--- src/rtl/fpu_cmp_ctrl.sv ---
// Valid/ready control wrapper around the binary32 compare datapath (FEQ/FLT/FLE/FMIN/FMAX).
// S1 holds the accepted op and operands; S2 holds the final result, flags and tag.
module fpu_cmp_ctrl #(
    parameter int unsigned TAG_W = 5
) (
    input  logic             clk_i,
    input  logic             rst_n_i,
    input  logic             flush_i,
    input  logic             in_valid_i,
    output logic             in_ready_o,
    input  logic [2:0]       in_op_i,
    input  logic [31:0]      in_rs1_i,
    input  logic [31:0]      in_rs2_i,
    input  logic [TAG_W-1:0] in_tag_i,
    output logic             out_valid_o,
    input  logic             out_ready_i,
    output logic [31:0]      out_result_o,
    output logic [4:0]       out_fflags_o,
    output logic [TAG_W-1:0] out_tag_o,
    output logic             busy_o
);

    localparam int unsigned XLEN  = 32;
    localparam int unsigned OP_W  = 3;
    localparam int unsigned FLG_W = 5;
    localparam int unsigned EXP_W = 10;
    localparam int unsigned SIG_W = 24;
    localparam int unsigned CLS_W = 6;

    localparam int unsigned CLS_ZERO = 0;
    localparam int unsigned CLS_SUB  = 1;
    localparam int unsigned CLS_NORM = 2;
    localparam int unsigned CLS_INF  = 3;
    localparam int unsigned CLS_SNAN = 4;
    localparam int unsigned CLS_QNAN = 5;
    localparam int unsigned FLG_NV   = 4;

    localparam logic [OP_W-1:0] OP_FEQ  = 3'd0;
    localparam logic [OP_W-1:0] OP_FLT  = 3'd1;
    localparam logic [OP_W-1:0] OP_FLE  = 3'd2;
    localparam logic [OP_W-1:0] OP_FMIN = 3'd3;
    localparam logic [OP_W-1:0] OP_FMAX = 3'd4;

    localparam logic [XLEN-1:0] CANON_NAN = 32'h7FC0_0000;
    localparam logic [XLEN-1:0] SIGN_BIT  = 32'h8000_0000;

    logic                    s1_valid;
    logic                    s2_valid;
    logic                    s1_adv;
    logic                    s2_adv;
    logic [OP_W-1:0]         s1_op;
    logic [XLEN-1:0]         s1_rs1;
    logic [XLEN-1:0]         s1_rs2;
    logic [TAG_W-1:0]        s1_tag;

    logic [CLS_W-1:0]        cls_a;
    logic [CLS_W-1:0]        cls_b;
    logic signed [EXP_W-1:0] exp_a;
    logic signed [EXP_W-1:0] exp_b;
    logic [SIG_W-1:0]        sig_a;
    logic [SIG_W-1:0]        sig_b;
    logic                    nan_a;
    logic                    nan_b;
    logic                    any_nan;
    logic                    any_snan;
    logic                    both_zero;
    logic                    both_fin;
    logic                    mag_lt;
    logic                    mag_eq;
    logic                    fcmp_lt;
    logic                    fcmp_eq;
    logic [XLEN-1:0]         key_a;
    logic [XLEN-1:0]         key_b;
    logic                    lt;
    logic                    eq;
    logic                    le;
    logic                    ord_lt;
    logic [XLEN-1:0]         res_c;
    logic [FLG_W-1:0]        flg_c;

    function automatic logic [CLS_W-1:0] classify(input logic [XLEN-1:0] x);
        logic [CLS_W-1:0] c;
        c = '0;
        if (x[30:23] == 8'h00) begin
            if (x[22:0] == 23'd0) c[CLS_ZERO] = 1'b1;
            else                  c[CLS_SUB]  = 1'b1;
        end else if (x[30:23] == 8'hFF) begin
            if (x[22:0] == 23'd0) c[CLS_INF]  = 1'b1;
            else if (x[22])       c[CLS_QNAN] = 1'b1;
            else                  c[CLS_SNAN] = 1'b1;
        end else begin
            c[CLS_NORM] = 1'b1;
        end
        return c;
    endfunction

    function automatic logic signed [EXP_W-1:0] unpack_exp(input logic [7:0] e);
        return (e == 8'h00) ? -10'sd126 : ($signed({2'b00, e}) - 10'sd127);
    endfunction

    assign s2_adv      = !s2_valid || out_ready_i;
    assign s1_adv      = !s1_valid || s2_adv;
    assign in_ready_o  = s1_adv && !flush_i;
    assign out_valid_o = s2_valid;
    assign busy_o      = s1_valid || s2_valid;

    // Unpack and classify both S1 operands.
    always_comb begin
        cls_a     = classify(s1_rs1);
        cls_b     = classify(s1_rs2);
        exp_a     = unpack_exp(s1_rs1[30:23]);
        exp_b     = unpack_exp(s1_rs2[30:23]);
        sig_a     = {s1_rs1[30:23] != 8'h00, s1_rs1[22:0]};
        sig_b     = {s1_rs2[30:23] != 8'h00, s1_rs2[22:0]};
        nan_a     = cls_a[CLS_SNAN] || cls_a[CLS_QNAN];
        nan_b     = cls_b[CLS_SNAN] || cls_b[CLS_QNAN];
        any_nan   = nan_a || nan_b;
        any_snan  = cls_a[CLS_SNAN] || cls_b[CLS_SNAN];
        both_zero = cls_a[CLS_ZERO] && cls_b[CLS_ZERO];
        both_fin  = (|cls_a[CLS_NORM:CLS_ZERO]) && (|cls_b[CLS_NORM:CLS_ZERO]);
    end

    // FCMP datapath: sign/magnitude compare of finite operands.
    always_comb begin
        mag_lt  = (exp_a < exp_b) || ((exp_a == exp_b) && (sig_a < sig_b));
        mag_eq  = (exp_a == exp_b) && (sig_a == sig_b);
        fcmp_lt = 1'b0;
        fcmp_eq = 1'b0;
        if (s1_rs1[31] != s1_rs2[31]) begin
            fcmp_lt = s1_rs1[31];
        end else if (s1_rs1[31]) begin
            fcmp_lt = !mag_lt && !mag_eq;
            fcmp_eq = mag_eq;
        end else begin
            fcmp_lt = mag_lt;
            fcmp_eq = mag_eq;
        end
    end

    // Patch FCMP for signed zeros and infinities; NaN cases are masked later.
    always_comb begin
        key_a = s1_rs1[31] ? ~s1_rs1 : (s1_rs1 | SIGN_BIT);
        key_b = s1_rs2[31] ? ~s1_rs2 : (s1_rs2 | SIGN_BIT);
        lt    = 1'b0;
        eq    = 1'b0;
        if (both_zero) begin
            eq = 1'b1;
        end else if (both_fin) begin
            lt = fcmp_lt;
            eq = fcmp_eq;
        end else begin
            lt = key_a < key_b;
            eq = key_a == key_b;
        end
        le     = lt || eq;
        // min/max orders -0 below +0
        ord_lt = both_zero ? (s1_rs1[31] && !s1_rs2[31]) : lt;
    end

    always_comb begin
        res_c = '0;
        flg_c = '0;
        case (s1_op)
            OP_FEQ: begin
                res_c          = XLEN'(eq && !any_nan);
                flg_c[FLG_NV]  = any_snan;
            end
            OP_FLT: begin
                res_c          = XLEN'(lt && !any_nan);
                flg_c[FLG_NV]  = any_nan;
            end
            OP_FLE: begin
                res_c          = XLEN'(le && !any_nan);
                flg_c[FLG_NV]  = any_nan;
            end
            OP_FMIN: begin
                if (nan_a && nan_b) res_c = CANON_NAN;
                else if (nan_a)     res_c = s1_rs2;
                else if (nan_b)     res_c = s1_rs1;
                else                res_c = ord_lt ? s1_rs1 : s1_rs2;
                flg_c[FLG_NV] = any_snan;
            end
            OP_FMAX: begin
                if (nan_a && nan_b) res_c = CANON_NAN;
                else if (nan_a)     res_c = s1_rs2;
                else if (nan_b)     res_c = s1_rs1;
                else                res_c = ord_lt ? s1_rs2 : s1_rs1;
                flg_c[FLG_NV] = any_snan;
            end
            default: begin
                res_c = '0;
                flg_c = '0;
            end
        endcase
    end

    always_ff @(posedge clk_i or negedge rst_n_i) begin
        if (!rst_n_i) begin
            s1_valid <= 1'b0;
            s1_op    <= '0;
            s1_rs1   <= '0;
            s1_rs2   <= '0;
            s1_tag   <= '0;
        end else if (flush_i) begin
            s1_valid <= 1'b0;
        end else if (s1_adv) begin
            s1_valid <= in_valid_i;
            if (in_valid_i) begin
                s1_op  <= in_op_i;
                s1_rs1 <= in_rs1_i;
                s1_rs2 <= in_rs2_i;
                s1_tag <= in_tag_i;
            end
        end
    end

    always_ff @(posedge clk_i or negedge rst_n_i) begin
        if (!rst_n_i) begin
            s2_valid     <= 1'b0;
            out_result_o <= '0;
            out_fflags_o <= '0;
            out_tag_o    <= '0;
        end else if (flush_i) begin
            s2_valid <= 1'b0;
        end else if (s2_adv) begin
            s2_valid <= s1_valid;
            if (s1_valid) begin
                out_result_o <= res_c;
                out_fflags_o <= flg_c;
                out_tag_o    <= s1_tag;
            end
        end
    end

endmodule

--- config.mk ---
export PLATFORM = sky130hd
export DESIGN_NAME = fpu_cmp_ctrl
export DESIGN_NICKNAME = d
export VERILOG_FILES = /design/src/rtl/fpu_cmp_ctrl.sv
export SDC_FILE = /design/constraint.sdc
export NUM_CORES = 1
export LEC_CHECK = 0
export BUFFER_PORTS_ARGS = -buffer_cell sky130_fd_sc_hd__buf_2
export CAP_MARGIN = 5
export CELL_PAD_IN_SITES_DETAIL_PLACEMENT = 1
export CELL_PAD_IN_SITES_GLOBAL_PLACEMENT = 1
export CORE_MARGIN = 1.5
export CORE_UTILIZATION = 41
export CTS_BUF_LIST = sky130_fd_sc_hd__clkbuf_16
export DETAILED_ROUTE_END_ITERATION = 10
export PLACE_DENSITY_LB_ADDON = 0.1
export SYNTH_ARGS = -nofsm -noshare
export SYNTH_HDL_FRONTEND = slang
export SYNTH_SLANG_ARGS = --single-unit
--- constraint.sdc ---
create_clock -name clk_i -period 3.9 [get_ports clk_i]
set_clock_uncertainty 0.2 [all_clocks]
set_input_delay 0 -clock clk_i [delete_from_list [all_inputs] [get_ports clk_i]]
set_output_delay 0 -clock clk_i [all_outputs]
set_load 0.02 [all_outputs]
==> out/metrics.csv <==
stage;metric;value;unit
route;met2 wire len;12100;um
route;drt drc;0;
power_and_ir_drop;clock network fraction of design power;21.0;%
critical_path;Crit Path Class;reg -> reg;
route;DR top layer;met4;
critical_path;Slowest-stage cell, CP;or4b_4;
final_layout;commonest non-fill, non-tap cell in the layout;buf_2;
outcome;status;finished, violations left;
critical_path;CP max FO;23;
clock_network;Clock Path Buffers;2;
yosys;Top FF cell, synth;dfrtp_1;
power_and_ir_drop;Sw Share;39.2;%
critical_path;CP Launch Type;register;
yosys;synthesized instance count;705;
clock_network;CTS tree;done;
final_layout;post-layout net count;1077;
yosys;multiplexer area fraction after synthesis;11.7;%
yosys;syn avg cell area;10.5;um2
yosys;complex-gate fraction of the synthesized area;11.4;%
route;drt first pass iters;4;
placement;hpwl dp;16800;um
floorplan;die width;138;um
timing;Pins Over Slew Limit;0;
worst_hold_path;worst min path class;in -> async;
critical_path;endpoint type of the worst setup path;register;
grt;largest net degree at the start of global routing;53;
clock_network;TritonCTS buffer count;9;
yosys;Simple-Gate Fraction of Synth Area;14.2;%
yosys;Mapped Area;0.00744;mm2
final_layout;# diodes;0;
timing;RSZ-0062 raised after global routing;true;
critical_path;r2r startpoint;s1_rs2[23]$_DFFE_PN0P_;
timing;Tightest Pin Transition;0.852;ns
grt;grt total ovfl;0;
route;DR WL/cell;19.9;um
critical_path;WP data required;3.95;ns
floorplan;Initial Util;41.5;%
grt;initial antenna violation count;0;
final_layout;fillers;1971;
timing;achievable frequency;240;MHz
critical_path;reg-to-reg setup timing slack;-0.27;ns
yosys;Yosys warning count;0;
power_and_ir_drop;Peak VDD IR;0.290;mV
critical_path;Crit path top cell by count;nor4_4;
power_and_ir_drop;Comb power frac;43.8;%
floorplan;Die Height;138;um
floorplan;I/O pin total;122;
timing;hold_ws;0.126;ns
grt;Global Route Usage Sum;25.5;%
yosys;main combinational cell family by area after synthesis;simple AND/OR/NAND/NOR gates;
critical_path;CP startpoint;s1_rs2[23]$_DFFE_PN0P_;
timing;Setup WS post-layout;-0.273;ns
timing;Final setup viols;32;
route;Routed WL;23100;um
power_and_ir_drop;Power Density;462;mW/mm2
final_layout;share of layout cells above drive strength 1;32.3;%
timing;Final Hold Viols;0;
final_layout;commonest cells after routing, fill and taps aside;buf_2 (116), dfrtp_1 (112), dlygate4sd3_1 (78);
critical_path;WP data arrival;4.22;ns
route;antenna viol nets, final;0;
yosys;XOR/XNOR share of the synthesized area;8.72;%
clock_network;Num Clock Sinks;112;
power_and_ir_drop;Pleak;4.60;nW
placement;Port Buffers;117;
final_layout;area occupied by multi-input gates;0.00446;mm2
route;met3 routed WL;647;um
critical_path;reg2reg end;out_result_o[16]$_DFFE_PN0P_;
timing;Max-slew headroom;43.1;%
critical_path;CP endpoint;out_result_o[16]$_DFFE_PN0P_;
yosys;Post-synth EDFFs;0;
power_and_ir_drop;switching pwr;1.78;mW
final_layout;area grow syn2layout;32.3;%
timing;crit path time final;4.17;ns
route;wl on met1;9910;um
yosys;adder-cell share of the synthesized area;11.8;%
floorplan;Rows;49;
critical_path;cells along the critical path;inv_2 > ha_2 > or4b_4 > nor4_4 > buf_6 > nor2_4 > ha_4 > nand4_1 > or3_4 > a2111oi_4 > o2111ai_2 > o2111a_1 > or2_4 > nor4_4 > nor4_4 > buf_12 > a221o_1;
outcome;failing checks;negative setup slack;
yosys;async set-reset flop share out of synthesis;100;%
route;initial DRC count;218;
grt;vias in the first global route;6930;
critical_path;Worst Reg-to-Reg Cells;17;
grt;first-pass GRT wire length;37000;um
clock_network;clk slew on worst S/H paths;0.08;ns
yosys;sequential fraction of the synthesis area;37.7;%
floorplan;core area;0.0179;mm2
route;vias per inst;5.47;
yosys;FF+latch count, synth;112;
yosys;post-synth cell types;60;
final_layout;Reg area;0.00280;mm2
placement;Place WS;-0.415;ns
run;max_cap viols;0;
floorplan;Die ar.;0.0190;mm2
route;routed vias;6366;
clock_network;htree depth;3;
power_and_ir_drop;Pint;2.77;mW
clock_network;Worst-Skew Late Latency;0.37;ns
placement;Final GP Congestion;0.828;
power_and_ir_drop;Seq pwr share;35.2;%
timing;Final period util;107;%
critical_path;Max stage delay on crit path;0.47;ns
clock_network;clock root cell;clkbuf_16;
## worst min path at each step
stage                  from                           end  slack [ns]
finish              rst_n_i        s1_rs1[17]$_DFFE_PN0P_        0.13
global route        rst_n_i        s1_rs1[17]$_DFFE_PN0P_        0.19
CTS                 rst_n_i  out_result_o[18]$_DFFE_PN0P_        0.15
detailed placement  rst_n_i        s1_rs2[20]$_DFFE_PN0P_       -0.37
global placement    rst_n_i        s1_rs2[20]$_DFFE_PN0P_       -0.37
floorplan           rst_n_i   out_fflags_o[4]$_DFFE_PN0P_       -0.50
## timing repair
action / 4_1_cts / 5_1_grt
hold endpoints to repair: 186 / 0
setup buffers: 6 / 4
endpoints found under the setup margin: 32 / 32
cloned: 0 / 1
hold buffers: 78 / 0
gates resized for setup: 12 / 18
pin swaps: 4 / 8
## power groups by stage
stage / combinational (mW) / sequential [mW] / clock [mW]
6_report: 1.99 / 1.60 / 0.954
4_1_cts: 1.95 / 1.60 / 0.980
3_5_place_dp: 1.82 / 1.62 / 0
3_3_place_gp: 1.73 / 1.61 / 0
2_1_floorplan: 1.15 / 1.62 / 0
5_1_grt: 2.21 / 1.63 / 1.03
## Yosys cell counts (all sizes together), types with 2 or more instances
| library cell | number | area [um2] |
|---|---|---|
| dfrtp | 112 | 2800 |
| mux2 | 77 | 867 |
| ha | 70 | 876 |
| xnor2 | 38 | 333 |
| inv | 36 | 135 |
| nor2 | 36 | 135 |
| xor2 | 36 | 315 |
| a221o | 33 | 330 |
| nand2 | 32 | 120 |
| and2 | 29 | 184 |
| clkbuf | 29 | 109 |
| a21oi | 28 | 148 |
| nand4 | 22 | 138 |
| nor4 | 19 | 179 |
| nand3 | 15 | 75.1 |
| o21ai | 15 | 78.8 |
| buf | 11 | 95.1 |
| nor3 | 7 | 35.0 |
| a21o | 6 | 45.0 |
| nand2b | 6 | 37.5 |
| nor2b | 6 | 37.5 |
| or2 | 5 | 33.8 |
| o211ai | 4 | 30.0 |
| a211oi | 3 | 22.5 |
| a22oi | 3 | 22.5 |
| a2111oi | 2 | 36.3 |
| a211o | 2 | 17.5 |
| a31oi | 2 | 12.5 |
| and4 | 2 | 17.5 |
| or3 | 2 | 17.5 |
## metal layers
metal / up-vias / global-route usage, %
li1: 2983 / -
met1: 3220 / 30.9
met2: 127 / 46.4
met3: 36 / 3.68
met4: 0 / 8.25
met5: - / 0
## registers in the layout (all words and copies together), names as in the netlist
name / cells
out_fflags_o: 1
out_result_o: 32
out_tag_o: 5
out_valid_o: 1
s1_op: 3
s1_rs1: 32
s1_rs2: 32
s1_tag: 5
s1_valid: 1
## logic make-up after synthesis
group,after synthesis
other,1
muxes,77
DFF,112
xor gates and xnor gates,74
AOI/OAI and AO/OA,109
and+or+nand+nor,186
buffers and inverters,76
adders and majority gates,70
## worst max-delay path: cells and delay by family, from the launching register on
kind	cells	cell delay (ns)
compound gates	4	0.87
fa+ha+maj	2	0.40
buf+inv	3	0.41
flops	1	0.40
simple gates	8	1.80
## through the flow
step	area (um2)	total power, mW	TNS (ns)	cells	util (%)
floorplan	7460	2.78	-5.02	708	-
global placement	8520	3.34	-8.74	1060	47.6
detailed placement	8520	3.44	-11.77	1060	47.6
CTS	9710	4.53	-6.47	1160	54.2
global route	9840	4.86	-15.09	1164	55.0
finish	9840	4.55	-8.15	1164	55.0
## final cells by class
cell class | instances | area share [%]
Multi-Input combinational cell | 520 | 45.3
Timing Repair Buffer | 251 | 18.8
Inverter | 36 | 1.37
Tap cell | 229 | 2.91
Sequential cell | 112 | 28.5
Clock inverter | 7 | 0.776
Clock buffer | 9 | 2.29
No activity file was read; power rests on OpenSTA's default activity.
